### src/rtl/dcache_port_arbiter.sv
// dcache_port_arbiter
//   Arbitrates the PTW (0), LOAD (1) and STORE (2) request ports onto the single
//   blocking request/response interface of the dcache controller. One
//   transaction is in flight at a time. The winner is latched into a holding
//   register, presented to the controller until granted, and the completion is
//   routed back to the owning port. Fixed priority PTW > LOAD > STORE, with an
//   age counter that lets a starved STORE request win.
//
// Ports
//   clk_i, rst_i            clock, asynchronous active-high reset
//   port_req_i[3]           per-port request valid
//   port_addr_i/we/be/wdata/size   per-port request fields, slice [i*W +: W]
//   port_gnt_o[3]           one-hot accept pulse (IDLE only, combinational)
//   port_rvalid_o[3]        one-hot completion pulse to the owning port
//   port_rdata_o            read data, pass-through of mem_rdata_i
//   mem_req_o, mem_gnt_i    request handshake to the controller
//   mem_addr/we/be/wdata/size_o    holding-register copy of the owning request
//   mem_rvalid_i, mem_rdata_i      controller completion
//   busy_o                  transaction in flight
//   owner_o                 owning port, 0 when idle
//   err_o                   sticky: completion seen outside WAIT_RSP

module dcache_port_arbiter #(
  parameter int unsigned ADDR_WIDTH   = 34,
  parameter int unsigned DATA_WIDTH   = 32,
  parameter int unsigned STARVE_LIMIT = 4
) (
  input  logic                          clk_i,
  input  logic                          rst_i,
  input  logic [2:0]                    port_req_i,
  input  logic [3*ADDR_WIDTH-1:0]       port_addr_i,
  input  logic [2:0]                    port_we_i,
  input  logic [3*(DATA_WIDTH/8)-1:0]   port_be_i,
  input  logic [3*DATA_WIDTH-1:0]       port_wdata_i,
  input  logic [3*2-1:0]                port_size_i,
  output logic [2:0]                    port_gnt_o,
  output logic [2:0]                    port_rvalid_o,
  output logic [DATA_WIDTH-1:0]         port_rdata_o,
  output logic                          mem_req_o,
  input  logic                          mem_gnt_i,
  output logic [ADDR_WIDTH-1:0]         mem_addr_o,
  output logic                          mem_we_o,
  output logic [DATA_WIDTH/8-1:0]       mem_be_o,
  output logic [DATA_WIDTH-1:0]         mem_wdata_o,
  output logic [1:0]                    mem_size_o,
  input  logic                          mem_rvalid_i,
  input  logic [DATA_WIDTH-1:0]         mem_rdata_i,
  output logic                          busy_o,
  output logic [1:0]                    owner_o,
  output logic                          err_o
);

  localparam int unsigned BE_WIDTH = DATA_WIDTH / 8;
  localparam logic [3:0]  AGE_LIMIT = 4'(STARVE_LIMIT);

  typedef enum logic [1:0] {
    PORT_PTW   = 2'd0,
    PORT_LOAD  = 2'd1,
    PORT_STORE = 2'd2
  } port_sel_t;

  typedef enum logic [1:0] {
    IDLE     = 2'd0,
    REQ      = 2'd1,
    WAIT_RSP = 2'd2
  } state_t;

  state_t                  state, state_next;
  logic [3:0]              store_age, store_age_next;
  port_sel_t               winner;
  logic                    capture;

  logic [ADDR_WIDTH-1:0]   hold_addr;
  logic                    hold_we;
  logic [BE_WIDTH-1:0]     hold_be;
  logic [DATA_WIDTH-1:0]   hold_wdata;
  logic [1:0]              hold_size;
  port_sel_t               hold_owner;
  logic                    err;

  // Starvation override first, otherwise lowest set index wins.
  always_comb begin
    winner = PORT_STORE;
    if (port_req_i[2] && (store_age == AGE_LIMIT)) begin
      winner = PORT_STORE;
    end else if (port_req_i[0]) begin
      winner = PORT_PTW;
    end else if (port_req_i[1]) begin
      winner = PORT_LOAD;
    end
  end

  always_comb begin
    state_next     = state;
    store_age_next = store_age;
    capture        = 1'b0;
    port_gnt_o     = 3'b000;
    port_rvalid_o  = 3'b000;
    mem_req_o      = 1'b0;
    case (state)
      IDLE: begin
        if (!port_req_i[2]) begin
          store_age_next = 4'd0;
        end
        if (|port_req_i) begin
          capture            = 1'b1;
          port_gnt_o[winner] = 1'b1;
          state_next         = REQ;
          if (winner == PORT_STORE) begin
            store_age_next = 4'd0;
          end else if (port_req_i[2] && (store_age < AGE_LIMIT)) begin
            store_age_next = store_age + 4'd1;
          end
        end
      end
      REQ: begin
        mem_req_o = 1'b1;
        if (mem_gnt_i) begin
          state_next = WAIT_RSP;
        end
      end
      WAIT_RSP: begin
        if (mem_rvalid_i) begin
          port_rvalid_o[hold_owner] = 1'b1;
          state_next                = IDLE;
        end
      end
      default: state_next = IDLE;
    endcase
  end

  always_ff @(posedge clk_i or posedge rst_i) begin
    if (rst_i) begin
      state     <= IDLE;
      store_age <= 4'd0;
    end else begin
      state     <= state_next;
      store_age <= store_age_next;
    end
  end

  // Holding register only loads on an IDLE arbitration, so the controller sees
  // a stable request no matter what the ports do while it is busy.
  always_ff @(posedge clk_i or posedge rst_i) begin
    if (rst_i) begin
      hold_addr  <= '0;
      hold_we    <= 1'b0;
      hold_be    <= '0;
      hold_wdata <= '0;
      hold_size  <= 2'd0;
      hold_owner <= PORT_PTW;
    end else if (capture) begin
      hold_addr  <= port_addr_i[winner*ADDR_WIDTH +: ADDR_WIDTH];
      hold_we    <= port_we_i[winner];
      hold_be    <= port_be_i[winner*BE_WIDTH +: BE_WIDTH];
      hold_wdata <= port_wdata_i[winner*DATA_WIDTH +: DATA_WIDTH];
      hold_size  <= port_size_i[winner*2 +: 2];
      hold_owner <= winner;
    end
  end

  // A completion is only legal in WAIT_RSP; anything else is dropped and flagged.
  always_ff @(posedge clk_i or posedge rst_i) begin
    if (rst_i) begin
      err <= 1'b0;
    end else if (mem_rvalid_i && (state != WAIT_RSP)) begin
      err <= 1'b1;
    end
  end

  assign port_rdata_o = mem_rdata_i;
  assign mem_addr_o   = hold_addr;
  assign mem_we_o     = hold_we;
  assign mem_be_o     = hold_be;
  assign mem_wdata_o  = hold_wdata;
  assign mem_size_o   = hold_size;
  assign busy_o       = (state != IDLE);
  assign owner_o      = busy_o ? hold_owner : 2'd0;
  assign err_o        = err;

endmodule

### config.mk
export PLATFORM = sky130hd
export DESIGN_NAME = dcache_port_arbiter
export DESIGN_NICKNAME = d
export VERILOG_FILES = /design/src/rtl/dcache_port_arbiter.sv
export SDC_FILE = /design/constraint.sdc
export NUM_CORES = 1
export LEC_CHECK = 0
export BUFFER_PORTS_ARGS = -buffer_cell sky130_fd_sc_hd__buf_4
export CORE_AREA = 2 2 147 149
export CTS_CLUSTER_DIAMETER = 40
export CTS_CLUSTER_SIZE = 20
export DETAILED_ROUTE_END_ITERATION = 8
export DIE_AREA = 0 0 149 151
export GPL_TIMING_DRIVEN = 0
export PLACE_DENSITY = 0.63
export SETUP_SLACK_MARGIN = 0.2
export SLEW_MARGIN = 20
export SYNTH_ARGS = -nofsm -noshare
export SYNTH_HDL_FRONTEND = slang
export SYNTH_SLANG_ARGS = --single-unit
### constraint.sdc
create_clock -name clk_i -period 2.6 [get_ports clk_i]
set_input_delay 0.13 -clock clk_i [delete_from_list [all_inputs] [get_ports clk_i]]
set_output_delay 0.13 -clock clk_i [all_outputs]
set_load 0.05 [all_outputs]
Word level (Yosys, flattened, before mapping)
Index checks and enable logic that the tools add are counted.

storage, ports and cells
  bits in registers = 82
  input port bits = 258
  output and inout port bits = 116

cells by class
  $add $sub $neg = 1
  multipliers = 1
  magnitude comparators = 5
  equal/unequal tests = 8
  shift-type cells = 4
  multiplexer cells = 25
  reduce and logical (&&, ||, !) cells = 9

operators with widths
  kind                                                                                 number
  102-bit by 9-bit indexed part select with 34-bit output                              1
  96-bit by 8-bit indexed part select with 32-bit output                               1
  4-bit two-way mux                                                                    4
  2-bit two-way mux                                                                    7
  3-bit two-way mux                                                                    4
  12-bit by 5-bit indexed part select with 4-bit output                                1
  2-bit inequality test, second input constant                                         4
  2-bit by 5-bit multiplier with 7-bit output, second input constant                   1
  2-bit by 3-bit less-than comparator with 1-bit output, second input constant         2
  1-bit two-way mux                                                                    6
  2-bit case mux with 3 select lines                                                   1
  6-bit by 4-bit indexed part select with 2-bit output                                 1
  1-bit logical AND                                                                    5
  4-bit by 1-bit adder with 4-bit output, second input constant                        1
  1-bit demux with 2-bit select                                                        2
  2-bit == test, second input constant                                                 2
  4-bit by 3-bit == test with 1-bit output, second input constant                      1
  2-bit by 1-bit greater-or-equal comparator with 1-bit output, second input constant  2
  4-bit by 3-bit less-than comparator with 1-bit output, second input constant         1
  3-bit AND reduction                                                                  1
  3-bit OR reduction                                                                   1
  1-bit binary-select mux with 2-bit select                                            1
  2-bit by 1-bit == test with 1-bit output, second input constant                      1
  2-bit logical NOT                                                                    1
  2-bit nonzero test                                                                   1

Depth between registers and ports, before layout
  word-level depth = 9
  depth in mapped cells = 8
  mapped depth without buffers = 6

Least setup slack after synthesis
Ideal clock, no wire load.

  path type = register to output
  start point = register state[1]
  end point = output port_rvalid_o[2]
  arrival time = 2.113 ns
  required time = 2.470 ns
  setup slack = 0.357 ns
  stages on the path, launching flop included = 3
  cell sequence = dfrtp_1 > nand2_1 > nor4b_1

between the ends
  cells in the longest elaborated chain, start to end = 2

ends and longest elaborated chain
  what                    RTL line  text
  from (decl)             68        state_t state, state_next;
  from (signal assigned)  137       state <= state_next;
  2-bit == test           100       case (state)
  3-bit two-way mux       100
  to (decl)               37        output logic [2:0] port_rvalid_o,

No other way between the ends.

Worst setup path in the final report
  start point = register store_age[0]
  end point = output port_gnt_o[0]

between the ends
  cells in the longest elaborated chain, start to end = 9
  elaborated cells on any way between the ends = 10
  those cells by class = order compare: 2; eq/ne: 1; mux: 5; reduce/logical: 2

ends and longest elaborated chain
  what                                                                                                                                                         RTL line  text
  from (decl)                                                                                                                                                  69        logic [3:0] store_age, store_age_next;
  from (signal assigned)                                                                                                                                       138       store_age <= store_age_next;
  4-bit by 3-bit == test with 1-bit output *                                                                                                                   84        if (port_req_i[2] && (store_age == AGE_LIMIT)) begin
  1-bit logical AND *                                                                                                                                          84
  2-bit two-way mux *                                                                                                                                          84
  2-bit by 3-bit less-than comparator with 1-bit output (implied by the code) or 2-bit by 1-bit greater-or-equal comparator with 1-bit output (tied branches)  107       port_gnt_o[winner] = 1'b1;
  1-bit logical AND (implied by the code)                                                                                                                      107
  1-bit two-way mux (implied by the code)                                                                                                                      107
  1-bit demux with 2-bit select *                                                                                                                              107
  3-bit two-way mux *                                                                                                                                          105       if (|port_req_i) begin
  3-bit two-way mux *                                                                                                                                          100
  to (decl)                                                                                                                                                    36        output logic [2:0] port_gnt_o,

Mark *: on every way between the ends. The rest lies on a longest branch, timed or not.

==> flow_metrics.tcl <==
set metrics [dict create \
    cp_max_fo 10 \
    core_area_mm2 0.0208 \
    synth_cell_types 33 \
    hold_viol 0 \
    power_leakage_uw 0.00433 \
    syn_area_per_cell_um2 8.09 \
    crit_family "buffers and inverters" \
    rsz0062_at_grt "no" \
    crit_required_ps 2470 \
    drv_cap 0 \
    htreeDepth 3 \
    r2r-start "store_age[0]$_DFFE_PP0N_" \
    synthCells 680 \
    synth_edf_count 0 \
    ys.flop_type "dfrtp_1" \
    status "complete, no violations" \
    grt_max_degree 47 \
    relSlewSlack_pct 55.8 \
    syn_nets 940 \
    tightest_slew_ps 663 \
    cts_tree "done" \
    synth_area_leader_cell "dfrtp_1" \
    holdWs_ps 35.1 \
    grt_pass1_vias 6186 \
    fin_setup_tns_ps 0 \
    min_from "port_addr_i[65]" \
    max_stage_delay_ps 350 \
    crit_buf_inv 4 \
    post_drt_via_cell_ratio 4.95 \
    power_frac_comb_pct 62.0 \
    cp_slowest_cell "dfrtp_1" \
    synth-seq-cells 82 \
    skew_ps 7.53 \
    antennaDiodeCount 0 \
    yosysSeqAreaShare_pct 37.3 \
    power_frac_seq_pct 24.6 \
    dieHeight_um 151 \
    synth_common_cells "dfrtp_1, inv_1, nand2_1" \
    wl_per_cell_um 17.9 \
    drt-total-wl_mm 23.6 \
    start_util_pct 26.4 \
    path_class "flip-flop to primary output" \
    vdd_drop_max_uv 410 \
    slew_viol_final 0 \
    clk_latency_ps 340 \
    power_uw 9270 \
    grt_overflow 0 \
    drtAntennaViolNets 0 \
    numCtsBuffers 9 \
    switching_power_uw 4870 \
    p_clk_share_pct 13.5 \
    vias 6512 \
    fmax_mhz 442 \
    cts.sinks 82 \
    post_cts_buffers 0 \
    syn_to_final_growth_pct 59.1 \
    cp_cell_sequence "inv_1 -> ha_1 -> nand4b_2 -> clkbuf_4 -> buf_2 -> and3_1 -> buf_4" \
    period_minus_slack_ps 2260 \
    cts_root_buffer "clkbuf_16" \
    switching_share_pct 52.5 \
    drive_above_1_share_pct 40.9 \
    hold_path.class "input pin to flip-flop" \
    internal-power_uw 4400 \
    cts_buffer_depth 2 \
    drt_iter0_markers 312 \
    antenna_found_initial 0 \
    synth_area_mm2 0.00550 \
    dieArea_mm2 0.0225 \
    netlist_top_cells_area "dfrtp_1, o221ai_1, nand3b_1" \
    layout.nets 1295 \
    grt_pass1_wl_mm 34.3 \
    final_util_pct 42.0 \
    power.density_mw_per_mm2 1060 \
    critPathCaptureType "primary output" \
    first_pass_iters 5 \
    die-width_um 149 \
    clk_pin_slew_worst_paths_ps 60 \
    post-synth-top-area-fraction_pct 37.3 \
    cp-start-kind "flip-flop" \
    async_flop_share_pct 100 \
    io_pins 374 \
    crit_path_start "store_age[0]$_DFFE_PP0N_" \
    port_buffers 340 \
    route.detailed.drc 0 \
    hpwl_mm 18.4 \
    row_count 53 \
    track_usage_pct 19.8 \
    yosysWarnings 0 \
    critical_path_arrival_ps 2130 \
    finalSetupViolations 0 \
    min_period_over_period_pct 87.0 \
    gp_congestion 0.844 \
    synth_most_common_cell "dfrtp_1" \
]
-- per-layer routing --
metal	track usage, %	wire (um)	vias to the layer above	part of all wire (%)
met1	24.4	9430	3081	40
li1	-	-	3122	-
met3	3.64	1590	41	6.7
met4	8.10	690	0	2.9
met2	34.2	11900	268	50
met5	0	0	-	0
-- through the flow --
stage	area [um^2]	std cells	setup WS [ps]
floorplan	5500	680	357
global placement	8400	1295	-821
detailed placement	8430	1296	467
CTS	8750	1315	218
global route	8750	1315	262
finish	8750	1315	339
-- registers in the layout (all words and copies together), names as in the netlist --
name / count
mem_be_o: 4
mem_addr_o: 34
err_o: 1
mem_wdata_o: 32
state: 2
mem_we_o: 1
store_age: 4
mem_size_o: 2
hold_owner: 2
-- worst register-to-register path, stage by stage (launching register included) --
cell and delay (ps):
dfrtp_1 350, inv_1 60, ha_1 200, nand4b_2 160, clkbuf_1 520, a31oi_1 170
o221ai_1 310, o21ai_0 120
-- power by group through the flow --
stage / sequential [uW] / clock, uW / combinational (uW)
6_report: 2280 / 1250 / 5740
5_1_grt: 2360 / 1330 / 6130
4_1_cts: 2290 / 1290 / 5820
3_5_place_dp: 2300 / 0 / 5810
3_3_place_gp: 2270 / 0 / 5770
2_1_floorplan: 4250 / 0 / 1800
-- cell type report --
type                       instances  area, um^2
inverter                          65         246
tap                              275         344
fill                            2177       12100
sequential                        82        2050
clock buffer                      11         253
multi-input combinational        434        2620
clock inverter                     5        37.5
timing repair buffer             344        2610
buffer                            99         591
-- path summary, 6_finish.rpt --
check,endpoint,cells past startpoint,slack (ps)
setup / recovery,port_gnt_o[0],7,340
hold / removal,mem_addr_o[31]$_DFFE_PP0P_,3,40
setup reg to reg,mem_addr_o[18]$_DFFE_PP0P_,7,570
hold reg to reg,err_o$_DFFE_PP0P_,1,470
max in group asynchronous,mem_we_o$_DFFE_PP0P_,4,1610
min in group asynchronous,mem_wdata_o[3]$_DFFE_PP0P_,3,380
-- cells in the final DEF, fill, tap and decap left out, types with 32 or more instances in the layout --
| cell | instances |
|---|---|
| nand2_1 | 63 |
| o21ai_0 | 32 |
| o21ai_1 | 44 |
| dfrtp_1 | 82 |
| o221ai_1 | 60 |
| nor2_1 | 62 |
| inv_1 | 64 |
| a31oi_1 | 60 |
| nand3b_1 | 60 |
| buf_4 | 373 |
-- logic make-up after synthesis --
group,share of synthesized area (%)
AO/OA/AOI/OAI,28.1
AND/OR/NAND/NOR,18.8
buffers and inverters,15.1
flip-flops,37.3
adder cells (fa/ha/maj),0.455
multiplexers,0.205
-- what timing repair did --
item                       4_1_cts  5_1_grt
hold buffers                     3        0
setup endpoints to repair        0        1
hold endpoints to repair        39        0
resized for setup                0        1
(Power assumes the default switching activity.)
